### src/rtl/sram_port_arbiter_pkg.sv
// Shared types and constants for the two-port SRAM arbiter.
// FSM encoding, port indices and default bus geometry.
package sram_port_arbiter_pkg;

  typedef enum logic [1:0] {
    ST_IDLE  = 2'd0,
    ST_ISSUE = 2'd1,
    ST_WAIT  = 2'd2,
    ST_DONE  = 2'd3
  } arb_state_t;

  localparam logic PORT_CPU = 1'b0;
  localparam logic PORT_DMA = 1'b1;

  localparam int ADDR_WIDTH_DEF = 4;
  localparam int WORD_WIDTH_DEF = 8;
  localparam int TIMEOUT_DEF    = 15;

endpackage

### src/rtl/sram_port_arbiter_if.sv
// Signal bundle between the two requesters, the arbiter and the SRAM controller.
// slave = arbiter view, master = requesters plus controller view.
interface sram_port_arbiter_if
  import sram_port_arbiter_pkg::*;
#(
  parameter int ADDR_WIDTH = ADDR_WIDTH_DEF,
  parameter int WORD_WIDTH = WORD_WIDTH_DEF
);

  logic                  req0;
  logic                  req1;
  logic                  wr0;
  logic                  wr1;
  logic [ADDR_WIDTH-1:0] addr0;
  logic [ADDR_WIDTH-1:0] addr1;
  logic [WORD_WIDTH-1:0] wdata0;
  logic [WORD_WIDTH-1:0] wdata1;
  logic                  ack0;
  logic                  ack1;
  logic                  err0;
  logic                  err1;
  logic [WORD_WIDTH-1:0] rdata;
  logic [ADDR_WIDTH-1:0] m_haddr;
  logic [WORD_WIDTH-1:0] m_hwdata;
  logic                  m_hwrite;
  logic [WORD_WIDTH-1:0] m_hrdata;
  logic                  m_hready;

  modport slave (
    input  req0, req1, wr0, wr1, addr0, addr1, wdata0, wdata1,
    input  m_hrdata, m_hready,
    output ack0, ack1, err0, err1, rdata,
    output m_haddr, m_hwdata, m_hwrite
  );

  modport master (
    output req0, req1, wr0, wr1, addr0, addr1, wdata0, wdata1,
    output m_hrdata, m_hready,
    input  ack0, ack1, err0, err1, rdata,
    input  m_haddr, m_hwdata, m_hwrite
  );

endinterface

### src/rtl/sram_rr_pick2.sv
// Two-way round-robin pick: a lone requester wins, a tie goes to the port
// that was not served last.
module sram_rr_pick2
  import sram_port_arbiter_pkg::*;
(
  input  logic [1:0] req,
  input  logic       last_gnt,
  output logic       gnt_idx,
  output logic       gnt_vld
);

  always_comb begin
    gnt_vld = |req;
    gnt_idx = PORT_CPU;
    if (req == 2'b11) begin
      gnt_idx = ~last_gnt;
    end else if (req[1]) begin
      gnt_idx = PORT_DMA;
    end
  end

endmodule

### src/rtl/sram_port_arbiter.sv
// Shares one SRAM controller port between CPU (port 0) and DMA (port 1).
// Sequences IDLE -> ISSUE -> WAIT -> DONE with a WAIT timeout that aborts with err.
module sram_port_arbiter
  import sram_port_arbiter_pkg::*;
#(
  parameter int ADDR_WIDTH = ADDR_WIDTH_DEF,
  parameter int WORD_WIDTH = WORD_WIDTH_DEF,
  parameter int TIMEOUT    = TIMEOUT_DEF
) (
  input  logic               hclk,
  input  logic               hreset,
  sram_port_arbiter_if.slave bus
);

  localparam logic [3:0] TIMEOUT_LAST = 4'(TIMEOUT - 1);

  arb_state_t            r_state;
  logic                  r_last_gnt;
  logic                  r_gnt_idx;
  logic [3:0]            r_wait_cnt;
  logic [1:0]            r_ack;
  logic [1:0]            r_err;
  logic [ADDR_WIDTH-1:0] r_haddr;
  logic [WORD_WIDTH-1:0] r_hwdata;
  logic                  r_hwrite;
  logic [WORD_WIDTH-1:0] r_rdata;

  logic                  w_gnt_idx;
  logic                  w_gnt_vld;
  logic                  w_sel_wr;
  logic [ADDR_WIDTH-1:0] w_sel_addr;
  logic [WORD_WIDTH-1:0] w_sel_wdata;

  sram_rr_pick2 u_pick (
    .req      ({bus.req1, bus.req0}),
    .last_gnt (r_last_gnt),
    .gnt_idx  (w_gnt_idx),
    .gnt_vld  (w_gnt_vld)
  );

  assign w_sel_wr    = w_gnt_idx ? bus.wr1    : bus.wr0;
  assign w_sel_addr  = w_gnt_idx ? bus.addr1  : bus.addr0;
  assign w_sel_wdata = w_gnt_idx ? bus.wdata1 : bus.wdata0;

  // ack is registered on the WAIT exit edge, so it is high during the DONE cycle
  // together with the captured rdata; err is high in the IDLE cycle after an abort.
  always_ff @(posedge hclk) begin
    if (hreset) begin
      r_state    <= ST_IDLE;
      r_last_gnt <= PORT_DMA;
      r_gnt_idx  <= PORT_CPU;
      r_wait_cnt <= '0;
      r_ack      <= '0;
      r_err      <= '0;
      r_haddr    <= '0;
      r_hwdata   <= '0;
      r_hwrite   <= 1'b0;
      r_rdata    <= '0;
    end else begin
      r_ack <= '0;
      r_err <= '0;
      case (r_state)
        ST_IDLE: begin
          if (w_gnt_vld) begin
            r_gnt_idx <= w_gnt_idx;
            r_haddr   <= w_sel_addr;
            r_hwdata  <= w_sel_wdata;
            r_hwrite  <= w_sel_wr;
            r_state   <= ST_ISSUE;
          end
        end
        ST_ISSUE: begin
          r_wait_cnt <= '0;
          r_state    <= ST_WAIT;
        end
        ST_WAIT: begin
          r_wait_cnt <= r_wait_cnt + 4'd1;
          // hready is blanked in the first WAIT cycle (controller deassert latency)
          if (bus.m_hready && (r_wait_cnt != 4'd0)) begin
            r_ack[r_gnt_idx] <= 1'b1;
            r_last_gnt       <= r_gnt_idx;
            r_state          <= ST_DONE;
            if (!r_hwrite) begin
              r_rdata <= bus.m_hrdata;
            end
          end else if (r_wait_cnt == TIMEOUT_LAST) begin
            r_err[r_gnt_idx] <= 1'b1;
            r_last_gnt       <= r_gnt_idx;
            r_state          <= ST_IDLE;
          end
        end
        ST_DONE: begin
          r_state <= ST_IDLE;
        end
        default: begin
          r_state <= ST_IDLE;
        end
      endcase
    end
  end

  assign bus.ack0     = r_ack[0];
  assign bus.ack1     = r_ack[1];
  assign bus.err0     = r_err[0];
  assign bus.err1     = r_err[1];
  assign bus.rdata    = r_rdata;
  assign bus.m_haddr  = r_haddr;
  assign bus.m_hwdata = r_hwdata;
  assign bus.m_hwrite = r_hwrite;

endmodule

### src/flat_wrapper.sv
// flat-port wrapper written by rule: the top's interface ports become plain ports
module sram_port_arbiter_flat import sram_port_arbiter_pkg::*;
#(
  parameter int ADDR_WIDTH = ADDR_WIDTH_DEF,
  parameter int WORD_WIDTH = WORD_WIDTH_DEF,
  parameter int TIMEOUT    = TIMEOUT_DEF
)
  (hclk, hreset, bus_req0, bus_req1, bus_wr0, bus_wr1, bus_addr0, bus_addr1, bus_wdata0, bus_wdata1, bus_m_hrdata, bus_m_hready, bus_ack0, bus_ack1, bus_err0, bus_err1, bus_rdata, bus_m_haddr, bus_m_hwdata, bus_m_hwrite);
  sram_port_arbiter_if #(.ADDR_WIDTH(ADDR_WIDTH), .WORD_WIDTH(WORD_WIDTH)) bus_i ();
  input  logic hclk;
  input  logic hreset;
  input wire logic [$bits(bus_i.req0)-1:0] bus_req0;
  input wire logic [$bits(bus_i.req1)-1:0] bus_req1;
  input wire logic [$bits(bus_i.wr0)-1:0] bus_wr0;
  input wire logic [$bits(bus_i.wr1)-1:0] bus_wr1;
  input wire logic [$bits(bus_i.addr0)-1:0] bus_addr0;
  input wire logic [$bits(bus_i.addr1)-1:0] bus_addr1;
  input wire logic [$bits(bus_i.wdata0)-1:0] bus_wdata0;
  input wire logic [$bits(bus_i.wdata1)-1:0] bus_wdata1;
  input wire logic [$bits(bus_i.m_hrdata)-1:0] bus_m_hrdata;
  input wire logic [$bits(bus_i.m_hready)-1:0] bus_m_hready;
  output wire logic [$bits(bus_i.ack0)-1:0] bus_ack0;
  output wire logic [$bits(bus_i.ack1)-1:0] bus_ack1;
  output wire logic [$bits(bus_i.err0)-1:0] bus_err0;
  output wire logic [$bits(bus_i.err1)-1:0] bus_err1;
  output wire logic [$bits(bus_i.rdata)-1:0] bus_rdata;
  output wire logic [$bits(bus_i.m_haddr)-1:0] bus_m_haddr;
  output wire logic [$bits(bus_i.m_hwdata)-1:0] bus_m_hwdata;
  output wire logic [$bits(bus_i.m_hwrite)-1:0] bus_m_hwrite;
  assign bus_i.req0 = bus_req0;
  assign bus_i.req1 = bus_req1;
  assign bus_i.wr0 = bus_wr0;
  assign bus_i.wr1 = bus_wr1;
  assign bus_i.addr0 = bus_addr0;
  assign bus_i.addr1 = bus_addr1;
  assign bus_i.wdata0 = bus_wdata0;
  assign bus_i.wdata1 = bus_wdata1;
  assign bus_i.m_hrdata = bus_m_hrdata;
  assign bus_i.m_hready = bus_m_hready;
  assign bus_ack0 = bus_i.ack0;
  assign bus_ack1 = bus_i.ack1;
  assign bus_err0 = bus_i.err0;
  assign bus_err1 = bus_i.err1;
  assign bus_rdata = bus_i.rdata;
  assign bus_m_haddr = bus_i.m_haddr;
  assign bus_m_hwdata = bus_i.m_hwdata;
  assign bus_m_hwrite = bus_i.m_hwrite;
  sram_port_arbiter #(.ADDR_WIDTH(ADDR_WIDTH), .WORD_WIDTH(WORD_WIDTH), .TIMEOUT(TIMEOUT)) u_core (.hclk(hclk), .hreset(hreset), .bus(bus_i));
endmodule
### config.mk
export PLATFORM = sky130hd
export DESIGN_NAME = sram_port_arbiter_flat
export DESIGN_NICKNAME = d
export VERILOG_FILES = /design/src/rtl/sram_port_arbiter_pkg.sv /design/src/rtl/sram_port_arbiter_if.sv /design/src/rtl/sram_rr_pick2.sv /design/src/rtl/sram_port_arbiter.sv /design/src/flat_wrapper.sv
export SDC_FILE = /design/constraint.sdc
export NUM_CORES = 1
export LEC_CHECK = 0
export CAP_MARGIN = 20
export CORE_MARGIN = 3
export CORE_UTILIZATION = 40
export CTS_CLUSTER_SIZE = 24
export DETAILED_ROUTE_END_ITERATION = 12
export PLACE_DENSITY_LB_ADDON = 0.12
export SYNTH_ARGS = -nofsm -noshare
export SYNTH_HDL_FRONTEND = slang
export SYNTH_SLANG_ARGS = --single-unit
### constraint.sdc
create_clock -name hclk -period 2.4 [get_ports hclk]
set_input_delay 0.48 -clock hclk [delete_from_list [all_inputs] [get_ports hclk]]
set_output_delay 0.48 -clock hclk [all_outputs]
set_load 0.03 [all_outputs]
== Yosys cells after proc, flatten, opt, wreduce, memory -nomap -nowiden ==
Index checks and enable logic that the tools add are counted.
Cells by class
  magnitude comparators: 2
  muxes and demuxes: 14
  equality and inequality tests: 7
  bitwise operators: 5
  add/subtract/negate cells: 1
  reductions and logical operators: 13
Operators with widths (count)
  8-bit 2-to-1 mux: 1
  2-bit one-hot mux with 4 select lines: 1
  4-bit one-hot mux with 2 select lines: 1
  2-bit == test, second input constant: 3
  1-bit 2-to-1 mux: 6
  2-bit 2-to-1 mux: 3
  2-bit AND reduction: 3
  1-bit NOT: 5
  4-bit by 1-bit adder with 4-bit output, second input constant: 1
  4-bit == test, second input constant: 1
  4-bit 2-to-1 mux: 1
  2-bit nonzero test: 2
  4-bit nonzero test: 1
  4-bit OR reduction: 1
  3-bit by 1-bit inequality test with 1-bit output, second input constant: 1
  3-bit AND reduction: 1
  3-bit OR reduction: 1
  2-bit by 1-bit == test with 1-bit output, second input constant: 1
  1-bit logical AND: 2
  2-bit zero test: 1
  1-bit by 2-bit < comparator with 1-bit output, second input constant: 1
  2-bit inequality test, second input constant: 1
  2-bit OR reduction: 1
  1-bit demux with 1-bit select: 1
  1-bit >= comparator, second input constant: 1
Word-level totals
  output and inout bits: 25
  word-level logic and storage cells: 52
  register bits: 33

== Logic depth before layout (Yosys ltp) ==
  depth after elaboration: 4
  gate-level depth with buffers: 8

== Cells and area by module ==
A second synthesis with hierarchy kept.
Unflattened totals
  cell total of the unflattened synthesis: 158
  area, all modules: 1478.9 um^2
By module, submodules not included
  sram_port_arbiter: area an instance 1465.2 um^2, times used 1, cells each 156
  sram_rr_pick2: area an instance 13.8 um^2, times used 1, cells each 2

== Least setup slack after synthesis ==
Ideal clock, no wire load.
  path type: register -> register
  start: reg u_core.r_wait_cnt[0]
  end: reg u_core.r_rdata[7] (netlist: u_core.bus.rdata[7])
  slack: 0.823 ns
  path buffers: 0
  data arrival time: 1.449 ns
  setup time: 0.128 ns
  cell stages (with the launch flop): 7
  required time: 2.272 ns
  cells stage by stage: dfxtp_1 > inv_1 > ha_1 > nor3b_1 > nor3_4 > mux2i_1 > nor2_1
On the way
  longest elaborated chain between the ends: 3
Ends and longest elaborated chain
  start, declared: RTL line sram_port_arbiter.sv:20  | logic [3:0] r_wait_cnt;
  start signal, assigned: RTL line sram_port_arbiter.sv:77  | r_wait_cnt <= r_wait_cnt + 4'd1;
  4-bit nonzero test: RTL line sram_port_arbiter.sv:79  | if (bus.m_hready && (r_wait_cnt != 4'd0)) begin
  1-bit logical AND: RTL line sram_port_arbiter.sv:79
  3-bit AND reduction (no line)
  end signal, assigned: RTL line sram_port_arbiter.sv:84  | r_rdata <= bus.m_hrdata;
  end, declared: RTL line sram_port_arbiter.sv:26  | logic [WORD_WIDTH-1:0] r_rdata;
Every way passes these cells.
A chain may end at the register's enable or synchronous reset.

== Worst setup path in the final report ==
  start: reg u_core.r_hwrite (netlist: u_core.bus.m_hwrite)
  end: out bus_m_hwrite
RTL lines
  start, declared: RTL line sram_port_arbiter.sv:25  | logic r_hwrite;
  start signal, assigned: RTL line sram_port_arbiter.sv:68  | r_hwrite <= w_sel_wr;
  end, declared: RTL line flat_wrapper.sv:29  | output wire logic [$bits(bus_i.m_hwrite)-1:0] bus_m_hwrite;
No word-level cell between the ends.

==> run metrics <==
Synth area leader dfxtp_1; CTS Sinks 33; status finished clean; Net Sw Power 665 uW; clock tree from TritonCTS yes; delay-heaviest family, CP buffers and inverters; die width between 60 and 70 um; Critical Path RT 1.92 ns; core footprint 3440 sq um; Max VDD drop 610 uV; synth warn 0; Slowest-stage cell, CP clkdlybuf4s50_1; Clock Power Share 0.213; setup_tns 0 ns; wire per inst 12.8 um; internal power 1180 uW; area grow syn2layout 51.7%; Crit Path Max Fanout 3; Reg area 661 sq um; commonest non-fill, non-tap cell in the layout clkdlybuf4s50_1; initial antenna violation count 0; #FFs+latches synth 33; routed vias approximately 1,300; final hold violations 0; crit path DAT 1.39 ns; Filler Cell Count 308; Vias/cell approximately 5.0; combinational share of power 0.409; Relative slew margins 0.570; CTS Buf Count 5; hpwl dp 2640 um; cts-stage hold buffer count 0; Rows 21; largest net degree at the start of global routing 15; NumNets Final roughly 270; PD cells 820 nW/um^2; share of the synthesized area in the top cell type 0.447; Die Ht 66.8 um; IO buf count 63; GP Congestion 0.749; Seq/Total Area, Yosys 0.447; DR DRC count 0; pre-CTS setup slack slightly above 0.4 ns; Fmax 536 MHz; n_diodes 0; RSZ-0062 raised after global routing false; Reg power frac 0.378; starting density of the core 0.430; final wirelength 3440 um; Slew Viols, Final 0; maximum capacitance violations 0; grt ovf 0; critical path, cell by cell clkdlybuf4s50_1; footprint of the multi-input gates 748 sq um; Lkg Pwr 0.000831 uW; Clock Latency Late Sink 0.28 ns; endpoints failing setup 0; Worst Clk Skew approximately 0.0018 ns; clock root cell clkbuf_8; Total GRT Usage 0.175; Mapped Nets 201; CP peak stage delay a little over 0.7 ns; layout cells sized above 1 0.0673; setup ws final 0.534 ns; Synth cell types 27; critical path class reg2out; commonest cells after routing, fill and taps aside clkdlybuf4s50_1 (63), dfxtp_1 (33), nor2_1 (30), mux2i_1 (23), a211oi_1 (13); Die ar. 4460 sq um; Worst Hold Class reg2reg; Final period util 0.777; IO Pins 64; Setup crit end kind output port; Synth area leaders dfxtp_1 (45%), mux2i_1 (16%), nor2_1 (7.6%), a211oi_1 (6.6%), ha_1 (5.1%); Buf/Inv on CP 1; fin crit period 1.87 ns; H-tree Lvls 2; Gate Count Post-Synth ~160; first-pass GRT wire length between 5000 and 6000 um; Setup Buffers After CTS 0; switching part of the total 0.361; 1st-pass router iterations 4; clk buf depth 2; clk slew on worst S/H paths 0.06 ns; number of cells upsized or downsized after cts 0; worst slew pin tran 0.643 ns; Post-Syn Area between 1000 and 1500 sq um; Avg Cell Area, Syn around 9.5 sq um; Post-DRT Antenna Nets 0; number of global-route vias before repair 1,356; kind of start point of the critical path flip-flop; Starting DRT DRC Count just under 70
[Yosys cell counts]
library cell / instances
nand4b_1: 1
nor2_1: 30
nor3b_1: 3
nand3_1: 2
o22a_1: 1
dfxtp_1: 33
a22oi_1: 1
a221o_1: 1
clkbuf_1: 4
nand2_1: 3
o21ai_0: 3
o32ai_1: 1
a21oi_1: 6
buf_1: 2
mux2i_1: 23
buf_2: 2
nor4_1: 4
a21boi_2: 1
o21bai_1: 1
nor3_4: 1
o21a_1: 1
a211oi_1: 13
nand2b_1: 4
ha_1: 6
inv_1: 7
and3_2: 1
buf_6: 1
[power by group through the flow]
stage | Clock [uW] | Sequential [uW] | Combinational, uW
detailed placement | 0 | 707 | 753
finish | 392 | 695 | 752
floorplan | 0 | 839 | 330
global route | 430 | 707 | 826
CTS | 407 | 696 | 760
global placement | 0 | 702 | 738
[per-stage QoR]
step	util	power [uW]	area, sq um	instances	hold slack [ns]
after global placement	0.628	1440	2160	261	0.472
after floorplan	-	1170	1480	156	0.447
final	0.652	1840	2240	269	0.497
after global routing	0.652	1960	2240	269	0.527
after detailed placement	0.628	1460	2160	261	0.489
after CTS	0.652	1860	2240	269	0.502
[logic make-up after synthesis]
group	Yosys count	share of synthesized area
flops	33	0.447
fa+ha+maj	6	0.0508
mux	23	0.156
buf+inv	16	0.0474
compound gates	29	0.138
simple gates	49	0.162
[final timing paths]
check / depth (start not counted) / startpoint / slack, ns / end
max: 1 / u_core.bus.m_hwrite / 0.53 / bus_m_hwrite
min: 2 / u_core.bus.rdata[3] / 0.50 / u_core.bus.rdata[3]
max reg2reg: 6 / u_core.r_state[0] / 0.67 / u_core.bus.rdata[7]
min reg2reg: 2 / u_core.bus.rdata[3] / 0.50 / u_core.bus.rdata[3]
[state kept, by name, indices dropped and copies added, names as in the netlist]
name                 cells
u_core.r_wait_cnt        4
u_core.bus.m_hwdata      8
u_core.bus.rdata         8
u_core.r_last_gnt        1
u_core.r_ack             2
u_core.r_state           2
u_core.r_err             2
u_core.r_gnt_idx         1
u_core.bus.m_hwrite      1
u_core.bus.m_haddr       4
[tightest hold or removal path, cell delays in order, from the launching register on]
cell and delay [ns]:
dfxtp_1 0.32, mux2i_1 0.06, nor2_1 0.08
[area by class of cell]
class | count | area share
clock buffers | 6 | 0.0323
well taps | 46 | 0.0257
multi-input cells | 107 | 0.334
repair buffers | 68 | 0.298
flip-flops and latches | 33 | 0.294
inverters | 7 | 0.0117
clock inverters | 2 | 0.00446
[per-layer routing]
metal | vias up | track usage | routed length, um
li1 | 679 | - | -
met1 | 602 | 0.189 | 1350
met2 | 46 | 0.304 | 1760
met3 | 7 | 0.0523 | 249
met4 | 0 | 0.0914 | 81
met5 | - | 0 | 0
(Power assumes the default switching activity.)
